`config.mk`:
```
export PLATFORM = sky130hd
export DESIGN_NAME = seq_bus_datapath_flat
export DESIGN_NICKNAME = d
export VERILOG_FILES = /design/src/rtl/seq_bus_datapath_pkg.sv /design/src/rtl/seq_bus_datapath_if.sv /design/src/rtl/seq_bus_datapath_muldiv_iter.sv /design/src/rtl/seq_bus_datapath.sv /design/src/flat_wrapper.sv
export SDC_FILE = /design/constraint.sdc
export NUM_CORES = 2
export LEC_CHECK = 0
export CORE_ASPECT_RATIO = 0.75
export CORE_MARGIN = 2
export CORE_UTILIZATION = 50
export CTS_CLUSTER_DIAMETER = 30
export DETAILED_ROUTE_END_ITERATION = 10
export HOLD_SLACK_MARGIN = 0.06
export PLACE_DENSITY_LB_ADDON = 0.1
export RECOVER_POWER = 50
export SLEW_MARGIN = 20
export SYNTH_ARGS = -nofsm -noshare
export SYNTH_HDL_FRONTEND = slang
export SYNTH_SLANG_ARGS = --single-unit
export TNS_END_PERCENT = 100
```
`constraint.sdc`:
```
create_clock -name clock -period 12.8 [get_ports clock]
set_clock_uncertainty 0.1 [all_clocks]
set_input_delay 2.56 -clock clock [delete_from_list [all_inputs] [get_ports clock]]
set_output_delay 2.56 -clock clock [all_outputs]
set_load 0.02 [all_outputs]
```
`src/rtl/seq_bus_datapath_pkg.sv`:
```
// Shared types for the sequenced single-bus datapath: op codes, sequencer states
// and op-group decode helpers.
package datapath_pkg;

  typedef enum logic [3:0] {
    ADD  = 4'd0,
    SUB  = 4'd1,
    AND  = 4'd2,
    OR   = 4'd3,
    SHL  = 4'd4,
    SHR  = 4'd5,
    ADDI = 4'd6,
    MUL  = 4'd7,
    DIV  = 4'd8,
    MFHI = 4'd9,
    MFLO = 4'd10
  } op_t;

  typedef enum logic [2:0] {
    IDLE,
    T_Y,
    T_OP,
    T_ITER,
    T_WBLO,
    T_WBHI
  } state_t;

  function automatic logic is_alu(logic [3:0] op);
    return op <= 4'(ADDI);
  endfunction

  function automatic logic is_muldiv(logic [3:0] op);
    return (op == 4'(MUL)) || (op == 4'(DIV));
  endfunction

  function automatic logic is_mf(logic [3:0] op);
    return (op == 4'(MFHI)) || (op == 4'(MFLO));
  endfunction

endpackage

```
`src/rtl/seq_bus_datapath_if.sv`:
```
// Command handshake, status and debug/observation signals of seq_bus_datapath.
interface seq_bus_datapath_if #(
  parameter int WIDTH = 32,
  parameter int NREGS = 16,
  parameter int RW    = $clog2(NREGS)
);
  logic             cmd_valid;
  logic             cmd_ready;
  logic [3:0]       cmd_op;
  logic [RW-1:0]    cmd_ra;
  logic [RW-1:0]    cmd_rb;
  logic [RW-1:0]    cmd_rc;
  logic [WIDTH-1:0] cmd_imm;
  logic             done;
  logic             busy;
  logic             div_zero;
  logic             illegal;
  logic [RW-1:0]    dbg_sel;
  logic [WIDTH-1:0] dbg_data;
  logic [WIDTH-1:0] hi_out;
  logic [WIDTH-1:0] lo_out;

  modport master (
    output cmd_valid, cmd_op, cmd_ra, cmd_rb, cmd_rc, cmd_imm, dbg_sel,
    input  cmd_ready, done, busy, div_zero, illegal, dbg_data, hi_out, lo_out
  );

  modport slave (
    input  cmd_valid, cmd_op, cmd_ra, cmd_rb, cmd_rc, cmd_imm, dbg_sel,
    output cmd_ready, done, busy, div_zero, illegal, dbg_data, hi_out, lo_out
  );
endinterface

```
`src/rtl/seq_bus_datapath_muldiv_iter.sv`:
```
// Iterative unsigned multiply (shift-add) / restoring divide, one bit per cycle.
// Divide by zero resolves immediately at start: lo = all ones, hi = dividend.
module muldiv_iter #(
  parameter int WIDTH = 32
) (
  input  logic             clock,
  input  logic             clear,
  input  logic             start,
  input  logic             op_is_div,
  input  logic [WIDTH-1:0] a,
  input  logic [WIDTH-1:0] b,
  output logic             busy,
  output logic             done,
  output logic [WIDTH-1:0] hi,
  output logic [WIDTH-1:0] lo,
  output logic             div_zero
);
  localparam int CW = $clog2(WIDTH + 1);

  logic [WIDTH-1:0] hi_q, hi_d, lo_q, lo_d, b_q, b_d;
  logic [CW-1:0]    cnt_q, cnt_d;
  logic             busy_q, busy_d, div_q, div_d, dz_q, dz_d;
  logic [WIDTH:0]   mul_sum, div_shl;
  logic             div_ge;

  always_comb begin
    mul_sum = {1'b0, hi_q} + (lo_q[0] ? {1'b0, b_q} : '0);
    div_shl = {hi_q, lo_q[WIDTH-1]};
    div_ge  = div_shl >= {1'b0, b_q};
  end

  always_comb begin
    hi_d   = hi_q;
    lo_d   = lo_q;
    b_d    = b_q;
    cnt_d  = cnt_q;
    busy_d = busy_q;
    div_d  = div_q;
    dz_d   = dz_q;
    if (start) begin
      div_d = op_is_div;
      if (op_is_div && (b == '0)) begin
        hi_d   = a;
        lo_d   = '1;
        dz_d   = 1'b1;
        busy_d = 1'b0;
      end else begin
        hi_d   = '0;
        lo_d   = a;
        b_d    = b;
        cnt_d  = CW'(WIDTH);
        busy_d = 1'b1;
        dz_d   = 1'b0;
      end
    end else if (busy_q) begin
      if (div_q) begin
        // remainder shifts up through hi while quotient bits enter lo from the right
        hi_d = div_ge ? WIDTH'(div_shl - {1'b0, b_q}) : div_shl[WIDTH-1:0];
        lo_d = {lo_q[WIDTH-2:0], div_ge};
      end else begin
        hi_d = mul_sum[WIDTH:1];
        lo_d = {mul_sum[0], lo_q[WIDTH-1:1]};
      end
      cnt_d = cnt_q - CW'(1);
      if (cnt_q == CW'(1)) busy_d = 1'b0;
    end
  end

  always_ff @(posedge clock or negedge clear) begin
    if (!clear) begin
      hi_q   <= '0;
      lo_q   <= '0;
      b_q    <= '0;
      cnt_q  <= '0;
      busy_q <= 1'b0;
      div_q  <= 1'b0;
      dz_q   <= 1'b0;
    end else begin
      hi_q   <= hi_d;
      lo_q   <= lo_d;
      b_q    <= b_d;
      cnt_q  <= cnt_d;
      busy_q <= busy_d;
      div_q  <= div_d;
      dz_q   <= dz_d;
    end
  end

  assign busy     = busy_q;
  assign done     = busy_q && (cnt_q == CW'(1));
  assign hi       = hi_q;
  assign lo       = lo_q;
  assign div_zero = dz_q;
endmodule

```
`src/rtl/seq_bus_datapath.sv`:
```
// Single-bus datapath with a micro-sequencer running one register-transfer
// command per handshake: register file, Y/Z/HI/LO, bus mux, ALU and muldiv.
module seq_bus_datapath
  import datapath_pkg::*;
#(
  parameter int WIDTH = 32,
  parameter int NREGS = 16,
  parameter int RW    = $clog2(NREGS)
) (
  input  logic              clock,
  input  logic              clear,
  seq_bus_datapath_if.slave io
);
  localparam int SW = $clog2(WIDTH);

  state_t             state_q, state_d;
  logic [3:0]         op_q, op_d;
  logic [RW-1:0]      ra_q, ra_d, rb_q, rb_d, rc_q, rc_d;
  logic [WIDTH-1:0]   imm_q, imm_d, y_q, y_d, hi_q, hi_d, lo_q, lo_d;
  logic [2*WIDTH-1:0] z_q, z_d, alu_z;
  logic [WIDTH-1:0]   regs_q [NREGS];
  logic [WIDTH-1:0]   regs_d [NREGS];
  logic               done_q, done_d, ready_q, ready_d;
  logic               dz_q, dz_d, ill_q, ill_d;
  logic [WIDTH-1:0]   bus_w, alu_lo;
  logic               accept, md_start, md_busy, md_done, md_dz;
  logic [WIDTH-1:0]   md_hi, md_lo;

  muldiv_iter #(.WIDTH(WIDTH)) u_muldiv (
    .clock    (clock),
    .clear    (clear),
    .start    (md_start),
    .op_is_div(op_q == 4'(DIV)),
    .a        (y_q),
    .b        (bus_w),
    .busy     (md_busy),
    .done     (md_done),
    .hi       (md_hi),
    .lo       (md_lo),
    .div_zero (md_dz)
  );

  always_comb begin
    bus_w = '0;
    case (state_q)
      T_Y:     bus_w = regs_q[rb_q];
      T_OP:    bus_w = (op_q == 4'(ADDI)) ? imm_q : regs_q[rc_q];
      default: bus_w = '0;
    endcase
  end

  always_comb begin
    alu_lo = '0;
    case (op_q)
      ADD, ADDI: alu_lo = y_q + bus_w;
      SUB:       alu_lo = y_q - bus_w;
      AND:       alu_lo = y_q & bus_w;
      OR:        alu_lo = y_q | bus_w;
      SHL:       alu_lo = y_q << bus_w[SW-1:0];
      SHR:       alu_lo = y_q >> bus_w[SW-1:0];
      default:   alu_lo = '0;
    endcase
    alu_z = {{WIDTH{1'b0}}, alu_lo};
  end

  assign accept = io.cmd_valid & ready_q;

  always_comb begin
    state_d  = state_q;
    op_d     = op_q;
    ra_d     = ra_q;
    rb_d     = rb_q;
    rc_d     = rc_q;
    imm_d    = imm_q;
    y_d      = y_q;
    z_d      = z_q;
    hi_d     = hi_q;
    lo_d     = lo_q;
    regs_d   = regs_q;
    dz_d     = dz_q;
    ill_d    = ill_q;
    md_start = 1'b0;
    case (state_q)
      IDLE: if (accept) begin
        op_d    = io.cmd_op;
        ra_d    = io.cmd_ra;
        rb_d    = io.cmd_rb;
        rc_d    = io.cmd_rc;
        imm_d   = io.cmd_imm;
        dz_d    = 1'b0;
        ill_d   = !(is_alu(io.cmd_op) || is_muldiv(io.cmd_op) || is_mf(io.cmd_op));
        state_d = (is_alu(io.cmd_op) || is_muldiv(io.cmd_op)) ? T_Y : T_WBLO;
      end
      T_Y: begin
        y_d     = bus_w;
        state_d = T_OP;
      end
      T_OP: begin
        if (is_muldiv(op_q)) begin
          md_start = 1'b1;
          state_d  = ((op_q == 4'(DIV)) && (bus_w == '0)) ? T_WBLO : T_ITER;
        end else begin
          z_d     = alu_z;
          state_d = T_WBLO;
        end
      end
      T_ITER: if (md_done || !md_busy) state_d = T_WBLO;
      T_WBLO: begin
        state_d = IDLE;
        if (is_alu(op_q)) begin
          regs_d[ra_q] = z_q[WIDTH-1:0];
        end else if (is_muldiv(op_q)) begin
          // the iterator result is parked in Z so HI can follow one cycle later
          z_d     = {md_hi, md_lo};
          lo_d    = md_lo;
          dz_d    = md_dz;
          state_d = T_WBHI;
        end else if (op_q == 4'(MFHI)) begin
          regs_d[ra_q] = hi_q;
        end else if (op_q == 4'(MFLO)) begin
          regs_d[ra_q] = lo_q;
        end
      end
      T_WBHI: begin
        hi_d    = z_q[2*WIDTH-1:WIDTH];
        state_d = IDLE;
      end
      default: state_d = IDLE;
    endcase
    done_d  = (state_d == T_WBHI) || ((state_d == T_WBLO) && !is_muldiv(op_d));
    ready_d = (state_d == IDLE);
  end

  always_ff @(posedge clock or negedge clear) begin
    if (!clear) begin
      state_q <= IDLE;
      op_q    <= '0;
      ra_q    <= '0;
      rb_q    <= '0;
      rc_q    <= '0;
      imm_q   <= '0;
      y_q     <= '0;
      z_q     <= '0;
      hi_q    <= '0;
      lo_q    <= '0;
      regs_q  <= '{default: '0};
      done_q  <= 1'b0;
      ready_q <= 1'b1;
      dz_q    <= 1'b0;
      ill_q   <= 1'b0;
    end else begin
      state_q <= state_d;
      op_q    <= op_d;
      ra_q    <= ra_d;
      rb_q    <= rb_d;
      rc_q    <= rc_d;
      imm_q   <= imm_d;
      y_q     <= y_d;
      z_q     <= z_d;
      hi_q    <= hi_d;
      lo_q    <= lo_d;
      regs_q  <= regs_d;
      done_q  <= done_d;
      ready_q <= ready_d;
      dz_q    <= dz_d;
      ill_q   <= ill_d;
    end
  end

  assign io.cmd_ready = ready_q;
  assign io.busy      = ~ready_q;
  assign io.done      = done_q;
  assign io.div_zero  = dz_q;
  assign io.illegal   = ill_q;
  assign io.dbg_data  = regs_q[io.dbg_sel];
  assign io.hi_out    = hi_q;
  assign io.lo_out    = lo_q;
endmodule
```
`src/flat_wrapper.sv`:
```
// flat-port wrapper written by rule: the top's interface ports become plain ports
module seq_bus_datapath_flat import datapath_pkg::*;
#(
  parameter int WIDTH = 32,
  parameter int NREGS = 16,
  parameter int RW    = $clog2(NREGS)
)
  (clock, clear, io_cmd_valid, io_cmd_op, io_cmd_ra, io_cmd_rb, io_cmd_rc, io_cmd_imm, io_dbg_sel, io_cmd_ready, io_done, io_busy, io_div_zero, io_illegal, io_dbg_data, io_hi_out, io_lo_out);
  seq_bus_datapath_if #(.WIDTH(WIDTH), .NREGS(NREGS), .RW(RW)) io_i ();
  input  logic clock;
  input  logic clear;
  input wire logic [$bits(io_i.cmd_valid)-1:0] io_cmd_valid;
  input wire logic [$bits(io_i.cmd_op)-1:0] io_cmd_op;
  input wire logic [$bits(io_i.cmd_ra)-1:0] io_cmd_ra;
  input wire logic [$bits(io_i.cmd_rb)-1:0] io_cmd_rb;
  input wire logic [$bits(io_i.cmd_rc)-1:0] io_cmd_rc;
  input wire logic [$bits(io_i.cmd_imm)-1:0] io_cmd_imm;
  input wire logic [$bits(io_i.dbg_sel)-1:0] io_dbg_sel;
  output wire logic [$bits(io_i.cmd_ready)-1:0] io_cmd_ready;
  output wire logic [$bits(io_i.done)-1:0] io_done;
  output wire logic [$bits(io_i.busy)-1:0] io_busy;
  output wire logic [$bits(io_i.div_zero)-1:0] io_div_zero;
  output wire logic [$bits(io_i.illegal)-1:0] io_illegal;
  output wire logic [$bits(io_i.dbg_data)-1:0] io_dbg_data;
  output wire logic [$bits(io_i.hi_out)-1:0] io_hi_out;
  output wire logic [$bits(io_i.lo_out)-1:0] io_lo_out;
  assign io_i.cmd_valid = io_cmd_valid;
  assign io_i.cmd_op = io_cmd_op;
  assign io_i.cmd_ra = io_cmd_ra;
  assign io_i.cmd_rb = io_cmd_rb;
  assign io_i.cmd_rc = io_cmd_rc;
  assign io_i.cmd_imm = io_cmd_imm;
  assign io_i.dbg_sel = io_dbg_sel;
  assign io_cmd_ready = io_i.cmd_ready;
  assign io_done = io_i.done;
  assign io_busy = io_i.busy;
  assign io_div_zero = io_i.div_zero;
  assign io_illegal = io_i.illegal;
  assign io_dbg_data = io_i.dbg_data;
  assign io_hi_out = io_i.hi_out;
  assign io_lo_out = io_i.lo_out;
  seq_bus_datapath #(.WIDTH(WIDTH), .NREGS(NREGS), .RW(RW)) u_core (.clock(clock), .clear(clear), .io(io_i));
endmodule
```
==> results.ini <==
[cells_and_area]
fillers = 9531
nets = 5870
layout-drive-gt1-share_pct = 17.2
final-seq-area_sq_um = 20800
areaGrowthSynthToFinish_pct = 15.4
multi_input_area_sq_um = 32700
fin_util_pct = 58.1

[floorplanning]
initial_core_util_pct = 50.3
fp.dieH_um = 294
dieArea_sq_um = 115000
coreArea_sq_um = 111000
rows = 106
io_pins = 156
die_w_um = 390

[synthesis]
ys_seq_elements = 832
synth_ff_type = dfrtp_1
yosys.area.top_type = dfrtp_1
syn_avg_cell_area_sq_um = 9.73
synth_top_cell_area_share_pct = 37.2
synth_cell_types = 109
syn_inst = 5745
synth_seq_area_share_pct = 37.2
synth_enable_flop_cells = 0
postSynth.asyncResetShare_pct = 100
syn-num-nets = 5904
syn_area_sq_um = 55900
yosysWarnings = 0
synthTopCellsByArea = dfrtp_1 37%, mux4_2 12%, mux2i_1 7.5%

[grt]
grt_pass1_vias = 47721
gr-total-overflow = 0
grt_use_total_pct = 40.8
grt_pass1_wl_mm = 341
grt_max_degree = 170
antenna_found_initial = 9

[timing]
timing.fmax_mhz = 97.6
timing.final.crit_share_pct = 80.0
tightest_slew_ns = 6.28
slew_violations = 1103
fin_tns_setup_ns = 0
setup_viol = 0
fin_crit_ns = 10.24
rsz0062_at_grt = false
maxSlewHeadroom_pct = -319
finalHoldViolCount = 0

[critical_path]
rr_endpoint = u_core.z_q[31]
end_kind = flop
cp.arrival_ns = 10.82
r2r_cells = 23
r2r_slack_ns = 2.56
worstPathMaxFanout = 104
crit_path_start = u_core.rb_q[1]
required_ns = 13.37
endpoint = u_core.z_q[31]
cp-start-kind = flop
r2r-start = u_core.rb_q[1]
crit_type = flop to flop

[route]
drc = 0
drt_first_pass_iters = 6
drt_iter0_markers = 6929
wirelength_mm = 235
post_drt_wl_per_cell_um = 32.1
vias = 50369
ant_nets = 0
vias_per_cell = 6.88

[clock_tree]
ctsRootBufferMaster = clkbuf_16
hold_buffers = 0
cts.path.max_buffers = 3
insertion_delay_ns = 0.81
cts_buffers = 174
clock-sinks = 832
cts_tree = yes
cts_setup_buffers = 0
htreeDepth = 4
path_clk_slew_ns = 0.05
cts_resized = 0

[flow_run]
maxCapViolCount = 20

[outcome]
violations = capacitance limit, slew limit
status = finished with violations

[power_and_ir_drop]
ir_drop_mv = 0.263
p_per_area_nw_per_um2 = 312
p_leak_nw = 27.3
power_mw = 20.1

[placement]
io_buffers = 155
hpwl_mm = 157
gp_congestion = 1.12

[worst_hold_path]
min_path_type = flop to flop

[cell type report]
| cell class | count | area share, % |
|---|---|---|
| well taps | 1458 | 2.83 |
| repair buffers | 303 | 4.12 |
| inverters | 105 | 0.615 |
| diodes | 5 | 0.0194 |
| multi-input cells | 4295 | 50.6 |
| flip-flops and latches | 832 | 32.3 |
| clock buffers | 217 | 7.46 |
| clock inverters | 108 | 2.06 |
[flip-flops by register name, indices dropped and copies added, names as in the netlist, 3 cells and up]
signal,cells
u_core.imm_q,32
u_core.io.hi_out,32
u_core.io.lo_out,32
u_core.op_q,4
u_core.ra_q,4
u_core.rb_q,4
u_core.rc_q,4
u_core.regs_q,512
u_core.state_q,3
u_core.u_muldiv.b_q,32
u_core.u_muldiv.cnt_q,6
u_core.u_muldiv.hi,32
u_core.u_muldiv.lo,32
u_core.y_q,32
u_core.z_q,64
[per-layer routing]
layer | routed length [um] | vias to the layer above | global-route usage, % | part of all wire (%)
met3 | 31900 | 526 | 15.8 | 14
met1 | 101000 | 25255 | 59.7 | 43
met5 | 235 | - | 0.719 | 0.10
li1 | - | 21360 | - | -
met4 | 8210 | 8 | 14.6 | 3.5
met2 | 94000 | 3220 | 54.4 | 40
[synth_stat cells, types with 24 or more instances]
master     number
xor2_1         29
nand2_1       798
and3_1         24
nor2_1        273
buf_1          45
clkbuf_1      338
xnor2_1        76
mux2_2        162
ha_1          101
mux2i_1       420
o22ai_1        26
a21oi_1       284
a31oi_1        46
a221oi_1       39
buf_6          28
inv_1         100
nand3_1        87
o2111ai_1      38
mux4_2        299
a22oi_1       102
nand2b_1       25
nand4_1        25
and2_1         50
o221ai_1       38
buf_2          83
nor2b_1        31
a211oi_1       42
dfrtp_1       831
o211ai_1       52
o21ai_0       769
a22o_1         42
a21o_1         75
nor3_1         61
[report_power, final]
part / switching (mW) / leakage (nW) / internal, mW
Combinational: 6.81 / 13.1 / 3.98
Sequential: 1.18 / 11.2 / 3.43
Clock: 1.64 / 2.98 / 3.09
Total: 9.63 / 27.3 / 10.5
[layout by cell type, fill, tap and decap left out, types with 17 or more instances in the layout]
| master | n |
|---|---|
| a211oi_1 | 40 |
| a21o_1 | 75 |
| a21oi_1 | 270 |
| a221oi_1 | 39 |
| a22o_1 | 42 |
| a22oi_1 | 102 |
| a31oi_1 | 45 |
| and2_1 | 46 |
| and3_1 | 23 |
| buf_4 | 123 |
| bufinv_16 | 20 |
| clkbuf_1 | 40 |
| clkbuf_16 | 180 |
| clkbuf_8 | 17 |
| clkdlybuf4s50_1 | 149 |
| clkinv_2 | 26 |
| dfrtp_1 | 825 |
| ha_1 | 101 |
| inv_1 | 99 |
| inv_6 | 25 |
| mux2_2 | 160 |
| mux2i_1 | 420 |
| mux4_2 | 299 |
| nand2_1 | 787 |
| nand2b_1 | 24 |
| nand3_1 | 83 |
| nand4_1 | 25 |
| nor2_1 | 267 |
| nor2b_1 | 27 |
| nor3_1 | 56 |
| o2111ai_1 | 38 |
| o211ai_1 | 52 |
| o21a_1 | 21 |
| o21ai_0 | 768 |
| o221ai_1 | 38 |
| o22ai_1 | 26 |
| or3_1 | 17 |
| xnor2_1 | 76 |
| xor2_1 | 29 |
[cells by family (layout without fill, tap and decap cells)]
| family | after synthesis | count (layout) | synth area share, % |
|---|---|---|---|
| compound gates | 1725 | 1725 | 19.1 |
| other cells | 0 | 5 | 0 |
| fa+ha+maj | 104 | 104 | 2.37 |
| simple gates | 1478 | 1478 | 11.8 |
| buf+inv | 618 | 733 | 4.93 |
| flops | 832 | 832 | 37.2 |
| mux | 883 | 883 | 22.9 |
| xor+xnor | 105 | 105 | 1.64 |
[per-stage QoR]
stage	cell area, sq um	instances	hold slack, ns	setup WS, ns
final	64500	7323	0.394	2.56
after global routing	64500	7318	0.407	2.18
after CTS	64600	7317	0.398	4.24
after detailed placement	58500	6992	0.378	4.29
after global placement	58400	6992	0.374	4.44
after floorplan	55900	5745	0.346	5.44
[critical path, stage by stage, from the launching register on]
cell	delay [ns]
dfrtp_4	0.70
buf_12	0.56
clkbuf_1	2.40
mux2i_1	0.36
a22oi_1	0.14
nand3_1	0.11
o221ai_1	0.14
nand4b_1	0.63
nor4_2	0.69
nand3_1	0.20
nand2_1	0.13
xor2_1	0.17
ha_1	0.33
a21o_1	0.21
a21oi_1	0.15
o221ai_1	0.16
nor3_1	0.77
o221ai_1	0.54
o41a_1	0.50
a211oi_1	0.36
o21bai_1	0.10
a21oi_1	0.18
xnor2_1	0.15
o21ai_1	0.08
[how the worst min path moves through the flow]
stage / startpoint / slack (ns) / to / depth (start not counted)
after floorplan: u_core.u_muldiv.div_zero / 0.35 / u_core.u_muldiv.div_zero / 2
after global placement: u_core.u_muldiv.div_zero / 0.37 / u_core.u_muldiv.div_zero / 2
after detailed placement: u_core.z_q[44] / 0.38 / u_core.z_q[44] / 1
after CTS: u_core.z_q[39] / 0.40 / u_core.z_q[39] / 1
after global routing: u_core.z_q[50] / 0.41 / u_core.z_q[50] / 1
final: u_core.z_q[36] / 0.39 / u_core.z_q[36] / 1
Power figures use the tool's default switching activity.
